[src/rtl/i2s_pkg.sv]
// Shared definitions for the I2S transmit controller: state encoding,
// default sample width, underrun policy codes and a saturating counter helper.
package i2s_pkg;

    localparam int I2S_DATA_W = 32;

    localparam int UR_ZEROS  = 0;
    localparam int UR_REPEAT = 1;

    typedef enum logic [1:0] {
        ST_IDLE,
        ST_PRIME,
        ST_RUN,
        ST_DRAIN
    } i2s_state_t;

    function automatic logic [15:0] sat_inc16(input logic [15:0] v);
        return (v == 16'hFFFF) ? v : v + 16'd1;
    endfunction

endpackage

[src/rtl/i2s_pair_fifo.sv]
// Synchronous stereo-pair FIFO with occupancy output and a flush that
// empties it in one cycle (flush beats a same-cycle push).
module i2s_pair_fifo #(
    parameter int DATA_W = 32,
    parameter int DEPTH  = 8
) (
    input  logic                   clk,
    input  logic                   rst,
    input  logic                   flush,
    input  logic                   push,
    input  logic                   pop,
    input  logic [DATA_W-1:0]      wr_left,
    input  logic [DATA_W-1:0]      wr_right,
    output logic [DATA_W-1:0]      rd_left,
    output logic [DATA_W-1:0]      rd_right,
    output logic [$clog2(DEPTH):0] level
);

    localparam int AW = $clog2(DEPTH);
    localparam int LW = AW + 1;

    if (DEPTH < 2 || (DEPTH & (DEPTH - 1)) != 0) begin : g_bad_depth
        $error("i2s_pair_fifo: DEPTH must be a power of 2 and at least 2");
    end

    // Element [0] is the left sample, [1] the right sample.
    logic [1:0][DATA_W-1:0] mem [DEPTH];
    logic [AW-1:0]          wr_ptr;
    logic [AW-1:0]          rd_ptr;
    logic                   push_ok;
    logic                   pop_ok;

    assign push_ok = push && !flush && (level != LW'(DEPTH));
    assign pop_ok  = pop && (level != '0);

    // Pointers wrap naturally because DEPTH is a power of two.
    always_ff @(posedge clk) begin
        if (rst || flush) begin
            wr_ptr <= '0;
            rd_ptr <= '0;
            level  <= '0;
        end else begin
            if (push_ok) wr_ptr <= wr_ptr + AW'(1);
            if (pop_ok)  rd_ptr <= rd_ptr + AW'(1);
            level <= level + LW'(push_ok) - LW'(pop_ok);
        end
    end

    always_ff @(posedge clk) begin
        if (push_ok) mem[wr_ptr] <= {wr_right, wr_left};
    end

    assign rd_left  = mem[rd_ptr][0];
    assign rd_right = mem[rd_ptr][1];

endmodule

[src/rtl/i2s_tx_ctrl.sv]
// I2S transmit controller: buffers stereo pairs, primes the transmitter,
// feeds it one pair per data request and drains cleanly on stop.
module i2s_tx_ctrl
    import i2s_pkg::*;
#(
    parameter int DATA_W        = I2S_DATA_W,
    parameter int FIFO_DEPTH    = 8,
    parameter int PREFILL       = 2,
    parameter int LOW_WM        = 2,
    parameter int UNDERRUN_MODE = UR_ZEROS
) (
    input  logic                        clk,
    input  logic                        rst,
    input  logic                        start,
    input  logic                        stop,
    input  logic                        flush,
    input  logic                        clr_status,
    input  logic                        wr_valid,
    output logic                        wr_ready,
    input  logic [DATA_W-1:0]           wr_left,
    input  logic [DATA_W-1:0]           wr_right,
    output logic                        i2s_enable,
    output logic [DATA_W-1:0]           i2s_data_left,
    output logic [DATA_W-1:0]           i2s_data_right,
    input  logic                        i2s_data_rqst,
    output logic                        busy,
    output logic [$clog2(FIFO_DEPTH):0] fifo_level,
    output logic                        irq_low,
    output logic                        underrun_flag,
    output logic [15:0]                 underrun_cnt
);

    localparam int LW = $clog2(FIFO_DEPTH) + 1;
    localparam bit HOLD_ON_UR = (UNDERRUN_MODE == UR_REPEAT);

    if (PREFILL < 1 || PREFILL > FIFO_DEPTH) begin : g_bad_prefill
        $error("i2s_tx_ctrl: PREFILL must lie in 1..FIFO_DEPTH");
    end

    i2s_state_t        state, state_nxt;
    logic              stop_pending, stop_pending_nxt;
    logic              enable_nxt;
    logic              pop;
    logic              push;
    logic              underrun;
    logic              fifo_flush;
    logic              fifo_empty;
    logic [DATA_W-1:0] head_left;
    logic [DATA_W-1:0] head_right;

    // wr_ready looks at the level before any same-cycle pop.
    assign wr_ready   = fifo_level < LW'(FIFO_DEPTH);
    assign push       = wr_valid && wr_ready;
    assign fifo_flush = flush && (state == ST_IDLE);
    assign fifo_empty = (fifo_level == '0);

    i2s_pair_fifo #(
        .DATA_W (DATA_W),
        .DEPTH  (FIFO_DEPTH)
    ) u_fifo (
        .clk      (clk),
        .rst      (rst),
        .flush    (fifo_flush),
        .push     (push),
        .pop      (pop),
        .wr_left  (wr_left),
        .wr_right (wr_right),
        .rd_left  (head_left),
        .rd_right (head_right),
        .level    (fifo_level)
    );

    always_comb begin
        state_nxt        = state;
        stop_pending_nxt = stop_pending;
        enable_nxt       = i2s_enable;
        pop              = 1'b0;
        underrun         = 1'b0;
        case (state)
            ST_IDLE: begin
                stop_pending_nxt = 1'b0;
                if (start && !stop) state_nxt = ST_PRIME;
            end
            ST_PRIME: begin
                if (stop) begin
                    state_nxt = ST_IDLE;
                end else if (fifo_level >= LW'(PREFILL)) begin
                    pop        = 1'b1;
                    enable_nxt = 1'b1;
                    state_nxt  = ST_RUN;
                end
            end
            ST_RUN: begin
                if (stop) stop_pending_nxt = 1'b1;
                // An empty FIFO is never bypassed: a same-cycle push is stored, not sent.
                if (i2s_data_rqst) begin
                    if (stop_pending) begin
                        stop_pending_nxt = 1'b0;
                        state_nxt        = ST_DRAIN;
                    end else if (fifo_empty) begin
                        underrun = 1'b1;
                    end else begin
                        pop = 1'b1;
                    end
                end
            end
            ST_DRAIN: begin
                // Enable is still high on the first drain cycle; use it as the phase bit.
                if (i2s_enable) enable_nxt = 1'b0;
                else            state_nxt  = ST_IDLE;
            end
            default: state_nxt = ST_IDLE;
        endcase
    end

    always_ff @(posedge clk) begin
        if (rst) begin
            state        <= ST_IDLE;
            stop_pending <= 1'b0;
            i2s_enable   <= 1'b0;
        end else begin
            state        <= state_nxt;
            stop_pending <= stop_pending_nxt;
            i2s_enable   <= enable_nxt;
        end
    end

    always_ff @(posedge clk) begin
        if (rst) begin
            i2s_data_left  <= '0;
            i2s_data_right <= '0;
        end else if (pop) begin
            i2s_data_left  <= head_left;
            i2s_data_right <= head_right;
        end else if (underrun && !HOLD_ON_UR) begin
            i2s_data_left  <= '0;
            i2s_data_right <= '0;
        end
    end

    // A new underrun wins over a coincident clear, restarting the count at 1.
    always_ff @(posedge clk) begin
        if (rst) begin
            underrun_flag <= 1'b0;
            underrun_cnt  <= '0;
        end else if (underrun) begin
            underrun_flag <= 1'b1;
            underrun_cnt  <= clr_status ? 16'd1 : sat_inc16(underrun_cnt);
        end else if (clr_status) begin
            underrun_flag <= 1'b0;
            underrun_cnt  <= '0;
        end
    end

    assign busy    = (state != ST_IDLE);
    assign irq_low = (state == ST_RUN) && (32'(fifo_level) <= LOW_WM);

endmodule

[config.mk]
export PLATFORM = sky130hd
export DESIGN_NAME = i2s_tx_ctrl
export DESIGN_NICKNAME = d
export VERILOG_FILES = /design/src/rtl/i2s_pkg.sv /design/src/rtl/i2s_pair_fifo.sv /design/src/rtl/i2s_tx_ctrl.sv
export SDC_FILE = /design/constraint.sdc
export NUM_CORES = 1
export LEC_CHECK = 0
export ABC_AREA = 1
export ABC_CLOCK_PERIOD_IN_PS = 7100
export CORE_MARGIN = 5
export CORE_UTILIZATION = 61
export CTS_BUF_LIST = sky130_fd_sc_hd__clkbuf_4 sky130_fd_sc_hd__clkbuf_8
export DETAILED_ROUTE_END_ITERATION = 8
export PLACE_DENSITY = 0.82
export RECOVER_POWER = 100
export SKIP_LAST_GASP = 1
export SYNTH_ARGS = -nofsm -noshare
export SYNTH_HDL_FRONTEND = slang
export SYNTH_SLANG_ARGS = --single-unit
[constraint.sdc]
create_clock -name clk -period 7.1 [get_ports clk]
set_input_delay 1.065 -clock clk [delete_from_list [all_inputs] [get_ports clk]]
set_output_delay 1.065 -clock clk [all_outputs]
set_load 0.01 [all_outputs]
==> flow_summary.ini, run 1 <==
[grt]
antenna_found_initial = 9
grt_pass1_wl_mm = 88.6
grt_max_degree = 199
grt_remaining_overflow = 0
grtUsageTotal_pct = 24.8
grt_pass1_vias = 16784

[power_and_ir_drop]
p_int_mw = 5.94
switching_share_pct = 23.2
power_switching_mw = 1.80
totalPowerFinal_mw = 7.74
power_density_nw_per_um2 = 270
vdd_ir_drop_max_mv = 0.143
clockPowerShare_pct = 38.6
p_leak_nw = 10.4
seqPwrFrac_pct = 53.2
comb_power_share_pct = 8.2

[sta]
fmax_mhz = 199
fin_setup_tns_ns = 0
setup_slack_ns = 2.07
final-setup-viol-count = 0
maxSlewHeadroom_pct = -150
period_share_pct = 70.9
tightest_slew_ns = 3.75
slew_violations = 187
period_minus_slack_ns = 5.03
fin_worst_skew_ns = 0.0294
hold_viol = 0
rsz0062_at_grt = no

[synth]
syn-instance-count = 2171
ys.warnings.count = 0
synth_most_common_cell = nand2_1
synth_edf_count = 512
ys_top_cells_by_count = nand2_1 (714), edfxtp_1 (512), nand3_1 (409)
syn-num-nets = 2257
syn_avg_cell_area_um2 = 11.6
synth_flop_cell = edfxtp_1
async_flop_share_pct = 0
synth_top_area_share_pct = 61.2
ys_seq_area_share_pct = 69.0
ys_ff_latch = 610
yosys.area.top_type = edfxtp_1
yosys-top-cells-area = edfxtp_1 (61%), nand2_1 (11%), nand3_1 (8.1%)
syn-cell-area_um2 = 25100
synth_cell_types = 35

[placed_design]
dp_worst_setup_slack_ns = 2.77
placed_cell_area_um2 = 26800
hpwl_mm = 29.8
portBuffers = 160
gp_congestion = 0.852

[run_status]
outcome = finished with violations
violations = max-capacitance violations, max-slew violations

[route]
drt_first_pass_iters = 6
viasPerCell = 5.80
num_vias = 16956
drc = 0
first_iter_violations = 2067
wire_per_inst_um = 19.3
drtAntennaViolNets = 0
totalWireLength_mm = 56.5

[cts]
post_cts_resized = 0
path_clk_slew_ns = 0.06
cts_sinks = 610
cts_tree = built
post_cts_buffers = 0
cts-hold-fix-buffers = 0
root_buffer = clkbuf_8
cts_made_buffers = 91
insertion_delay_ns = 0.64
htree_levels = 3
clk_path_buf_depth = 3

[floorplanning]
row_count = 74
coreArea_um2 = 40700
initial_core_util_pct = 61.7
die-area_um2 = 45300
die_w_um = 213
die_h_um = 213
io-pin-count = 161

[critical_path]
end_kind = register
path_class = primary input to register
start_kind = primary input
worstPathRequired_ns = 7.29
worstPathMaxFanout = 35
critPathArrivalTime_ns = 5.22

[finish]
fillers = 2716
finalInstanceArea_um2 = 28700
fin_util_pct = 70.3
syn2layout_area_growth_pct = 14.1
drive_above_1_share_pct = 13.4
nets = 2398

[worst_hold_path]
hold_path_class = register to register

[flow_run]
drv_cap = 5
[layout make-up]
type                    count  area [um^2]  share of cell area (%)
multi-input cells        1377         6710                    23.4
flip-flops and latches    610        17300                    60.5
repair buffers            177         1730                    6.04
clock buffers             142         1750                    6.12
diodes                      4         10.0                  0.0349
inverters                  55          218                   0.760
clock inverters            28          216                   0.755
well taps                 532          666                    2.32
[path summary, 6_finish.rpt]
check / from / end / slack [ns] / cells past startpoint
setup / recovery: flush / u_fifo.mem[6][26]$_DFFE_PP_ / 2.07 / 9
hold / removal: i2s_data_right[31]$_SDFFE_PP0P_ / i2s_data_right[31]$_SDFFE_PP0P_ / 0.47 / 2
setup reg to reg: state[0]$_SDFFE_PP0P_ / u_fifo.mem[6][26]$_DFFE_PP_ / 2.32 / 10
hold reg to reg: i2s_data_right[31]$_SDFFE_PP0P_ / i2s_data_right[31]$_SDFFE_PP0P_ / 0.47 / 2
[registers in the layout, summed over array words and instances (netlist names), named ones only]
| register | cells |
|---|---|
| u_fifo.mem | 512 |
| i2s_data_left | 32 |
| i2s_data_right | 32 |
| underrun_cnt | 16 |
| u_fifo.level | 4 |
| u_fifo.rd_ptr | 3 |
| u_fifo.wr_ptr | 3 |
| i2s_enable | 1 |
| state | 1 |
| stop_pending | 1 |
| underrun_flag | 1 |
[stage by stage]
step	instances	hold slack [ns]
2_1_floorplan	2171	0.463
3_3_place_gp	2751	0.460
3_5_place_dp	2751	0.467
4_1_cts	2921	0.477
5_1_grt	2923	0.487
6_report	2925	0.471
[cell families (layout without fill, tap and decap cells)]
logic type	count (synthesis)	after routing	share of synthesized area [%]
AND/OR/NAND/NOR	1260	1260	23.1
flip-flops	610	610	69.0
buffers and inverters	184	402	3.95
AO/OA/AOI/OAI	99	99	3.03
adder cells (fa/ha/maj)	14	14	0.727
XOR/XNOR	4	4	0.140
other	0	4	0
[critical path, cell delays in order]
cell           delay (ns)
dlygate4sd3_1        0.54
nand2_1              0.07
inv_1                0.05
nor2_1               0.08
nand2_1              0.20
inv_1                0.19
nand2_1              0.24
nor2_4               0.87
clkbuf_1             1.91
[cells in the final DEF (no fill, tap or decap), types with 3 or more instances in the layout]
cell               n
a211oi_1           3
nand2_2            9
nand4_1           16
nor2_4             7
inv_2              6
nand3_1          410
clkdlybuf4s50_1    3
clkinv_2           9
ha_1              13
a21oi_2           49
clkbuf_8         110
inv_1             45
nor2_1            26
xor2_1             3
nor3_1             5
clkinvlp_4         3
nand2_1          717
inv_6              3
o21ai_0            7
diode_2            4
edfxtp_1         512
clkbuf_4          32
dfxtp_1           95
clkinv_1          12
a21oi_1           36
nand3_2           61
o21bai_1           4
nand2_4            4
dlygate4sd3_1    156
dfxtp_4            3
buf_4             15
bufinv_16          3
[power by group through the flow]
stage                     registers, mW  clock network (mW)  logic [mW]
after floorplan                    4.20                   0       0.400
after global placement             4.18                   0       0.633
after detailed placement           4.19                   0       0.657
after CTS                          4.11                3.02       0.662
after global routing               4.12                3.20       0.706
final                              4.11                2.98       0.637
[routing by layer]
metal | vias to the layer above | part of all wire [%] | track usage, %
met5 | - | 0.078 | 0
met4 | 8 | 2.1 | 8.41
met3 | 99 | 9.3 | 4.50
met2 | 810 | 49 | 40.7
met1 | 8184 | 40 | 33.9
li1 | 7855 | - | -
Power figures use the tool's default switching activity.
==> run 2, diff against run 1 <==
- ABC_CLOCK_PERIOD_IN_PS: 7100 -> 4050
- CORE_UTILIZATION: 61 -> 55
- PLACE_DENSITY: 0.82 -> 0.78
- clock period: 7.1 -> 4.05 ns (I/O delays scaled with it)
==> flow_summary.ini, run 2 (synthesized netlist as in run 1, its figures left out) <==
[finish]
largest_reg_flops = 512
drive_above_1_share_pct = 12.4
top_register = u_fifo.mem
fillers = 3399
final_cell_mix = nand2_1 (722), edfxtp_1 (512), nand3_1 (452)
nets = 2406
syn2layout_area_growth_pct = 14.5
stdcell_count = 3008
reg.largest.list = u_fifo.mem (512), i2s_data_left (32), i2s_data_right (32)
final_common_cell = nand2_1

[sta]
tightest_slew_ns = 1.21
fin_worst_skew_ns = 0.0353
setup_slack_ns = 0.946
final-setup-viol-count = 0
rsz0062_at_grt = no
slew_violations = 0
fmax_mhz = 322
maxSlewHeadroom_pct = 19.1
period_minus_slack_ns = 3.10
period_share_pct = 76.6
hold_viol = 0
fin_setup_tns_ns = 0

[cts]
post_cts_resized = 0
insertion_delay_ns = 0.67
cts_sinks = 610
path_clk_slew_ns = 0.06
root_buffer = clkbuf_8
cts-hold-fix-buffers = 0
post_cts_buffers = 0
clk_path_buf_depth = 3
cts_made_buffers = 96
cts_tree = built
htree_levels = 3

[placed_design]
dp_worst_setup_slack_ns = 1.11
hpwl_mm = 30.4
portBuffers = 160
dp_cells = 2822
gp_congestion = 0.855

[worst_hold_path]
hold_start = rst
min_path_cells = 2
hold_path_class = primary input to register
min_to = underrun_cnt[5]$_SDFFE_PP0P_

[critical_path]
critPathArrivalTime_ns = 3.36
worstPathMaxFanout = 64
rr_endpoint = u_fifo.mem[4][33]$_DFFE_PP_
reg2reg_from = state[0]$_SDFFE_PP0P_
r2r_setup_slack_ns = 0.95
path_class = register to register
start_kind = register
worstPathRequired_ns = 4.30
end_kind = register
reg2regPathDepth = 10

[route]
drtAntennaViolNets = 0
num_vias = 16821
drt_first_pass_iters = 6
viasPerCell = 5.59
wire_per_inst_um = 19.2
drc = 0
first_iter_violations = 2066
totalWireLength_mm = 57.7

[power_and_ir_drop]
vdd_ir_drop_max_mv = 0.294
p_leak_nw = 10.5
power_density_nw_per_um2 = 477
totalPowerFinal_mw = 13.7

[grt]
grt_pass1_vias = 16569
grtUsageTotal_pct = 22.7
antenna_found_initial = 12
grt_pass1_wl_mm = 90.3
grt_remaining_overflow = 0
grt_max_degree = 186

[flow_run]
drv_cap = 0

[floorplanning]
row_count = 78
io-pin-count = 161
die_w_um = 224
die-area_um2 = 50000
coreArea_um2 = 45300
initial_core_util_pct = 55.5
die_h_um = 224

[run_status]
outcome = complete, no violations
[run 2: cell count changes in the layout (fill, tap and decap cells not counted), sizes merged]
cell,previous run,this run
bufinv,3,1
clkbuf,144,163
clkdlybuf4s50,3,6
clkinv,22,19
clkinvlp,4,3
diode,4,6
dlygate4sd3,156,153
[run 2: how the worst max path moves through the flow]
stage / start / endpoint / slack (ns) / cells after the start
after global placement: i2s_data_rqst / u_fifo.level[2]$_SDFF_PP0_ / 1.09 / 14
final: state[0]$_SDFFE_PP0P_ / u_fifo.mem[4][33]$_DFFE_PP_ / 0.95 / 10
after CTS: u_fifo.level[1]$_SDFF_PP0_ / irq_low / 1.17 / 4
after global routing: state[0]$_SDFFE_PP0P_ / u_fifo.mem[4][29]$_DFFE_PP_ / 0.75 / 10
after floorplan: state[0]$_SDFFE_PP0P_ / u_fifo.mem[1][0]$_DFFE_PP_ / -1.82 / 7
after detailed placement: i2s_data_rqst / u_fifo.level[2]$_SDFF_PP0_ / 1.11 / 14
[run 2: power breakdown]
group | leakage, nW | internal (mW) | total [mW] | switching, mW
Sequential | 5.42 | 7.13 | 7.21 | 0.0816
Clock | 1.10 | 3.06 | 5.40 | 2.34
Combinational | 3.93 | 0.334 | 1.12 | 0.784
Total | 10.5 | 10.5 | 13.7 | 3.21
[run 2: final cells by class]
cell class	instances	area (um^2)	share of cell area, %
antenna	6	15.0	0.0522
clock buffer	158	1920	6.67
clock inverter	22	150	0.522
inverter	55	219	0.761
multi-input combinational	1377	6520	22.7
sequential	610	17300	60.3
tap	600	751	2.61
timing repair buffer	180	1830	6.38
[run 2: stage by stage]
step	hold slack (ns)	utilization (%)	instance area, um^2
2_1_floorplan	0.463	-	25100
3_3_place_gp	0.461	59.7	27000
3_5_place_dp	0.463	59.7	27000
4_1_cts	0.343	64.3	29100
5_1_grt	0.373	63.5	28700
6_report	0.385	63.5	28800
[run 2: worst max-delay path, stage by stage (launching register included)]
cell      delay [ns]
dfxtp_1         0.36
inv_1           0.11
ha_1            0.25
nand2_1         0.07
inv_1           0.04
nor2_1          0.07
nand2_1         0.19
inv_1           0.18
nand2_1         0.28
nor2_4          0.15
clkbuf_4        0.87
[run 2: layer usage]
metal	part of all wire, %	routed length (um)	track usage, %	vias up
met5	0.13	74	0	-
met4	1.9	1100	7.47	12
met3	9.0	5200	4.93	107
met2	48	27500	36.3	723
met1	41	23800	31.4	8096
li1	-	-	-	7883
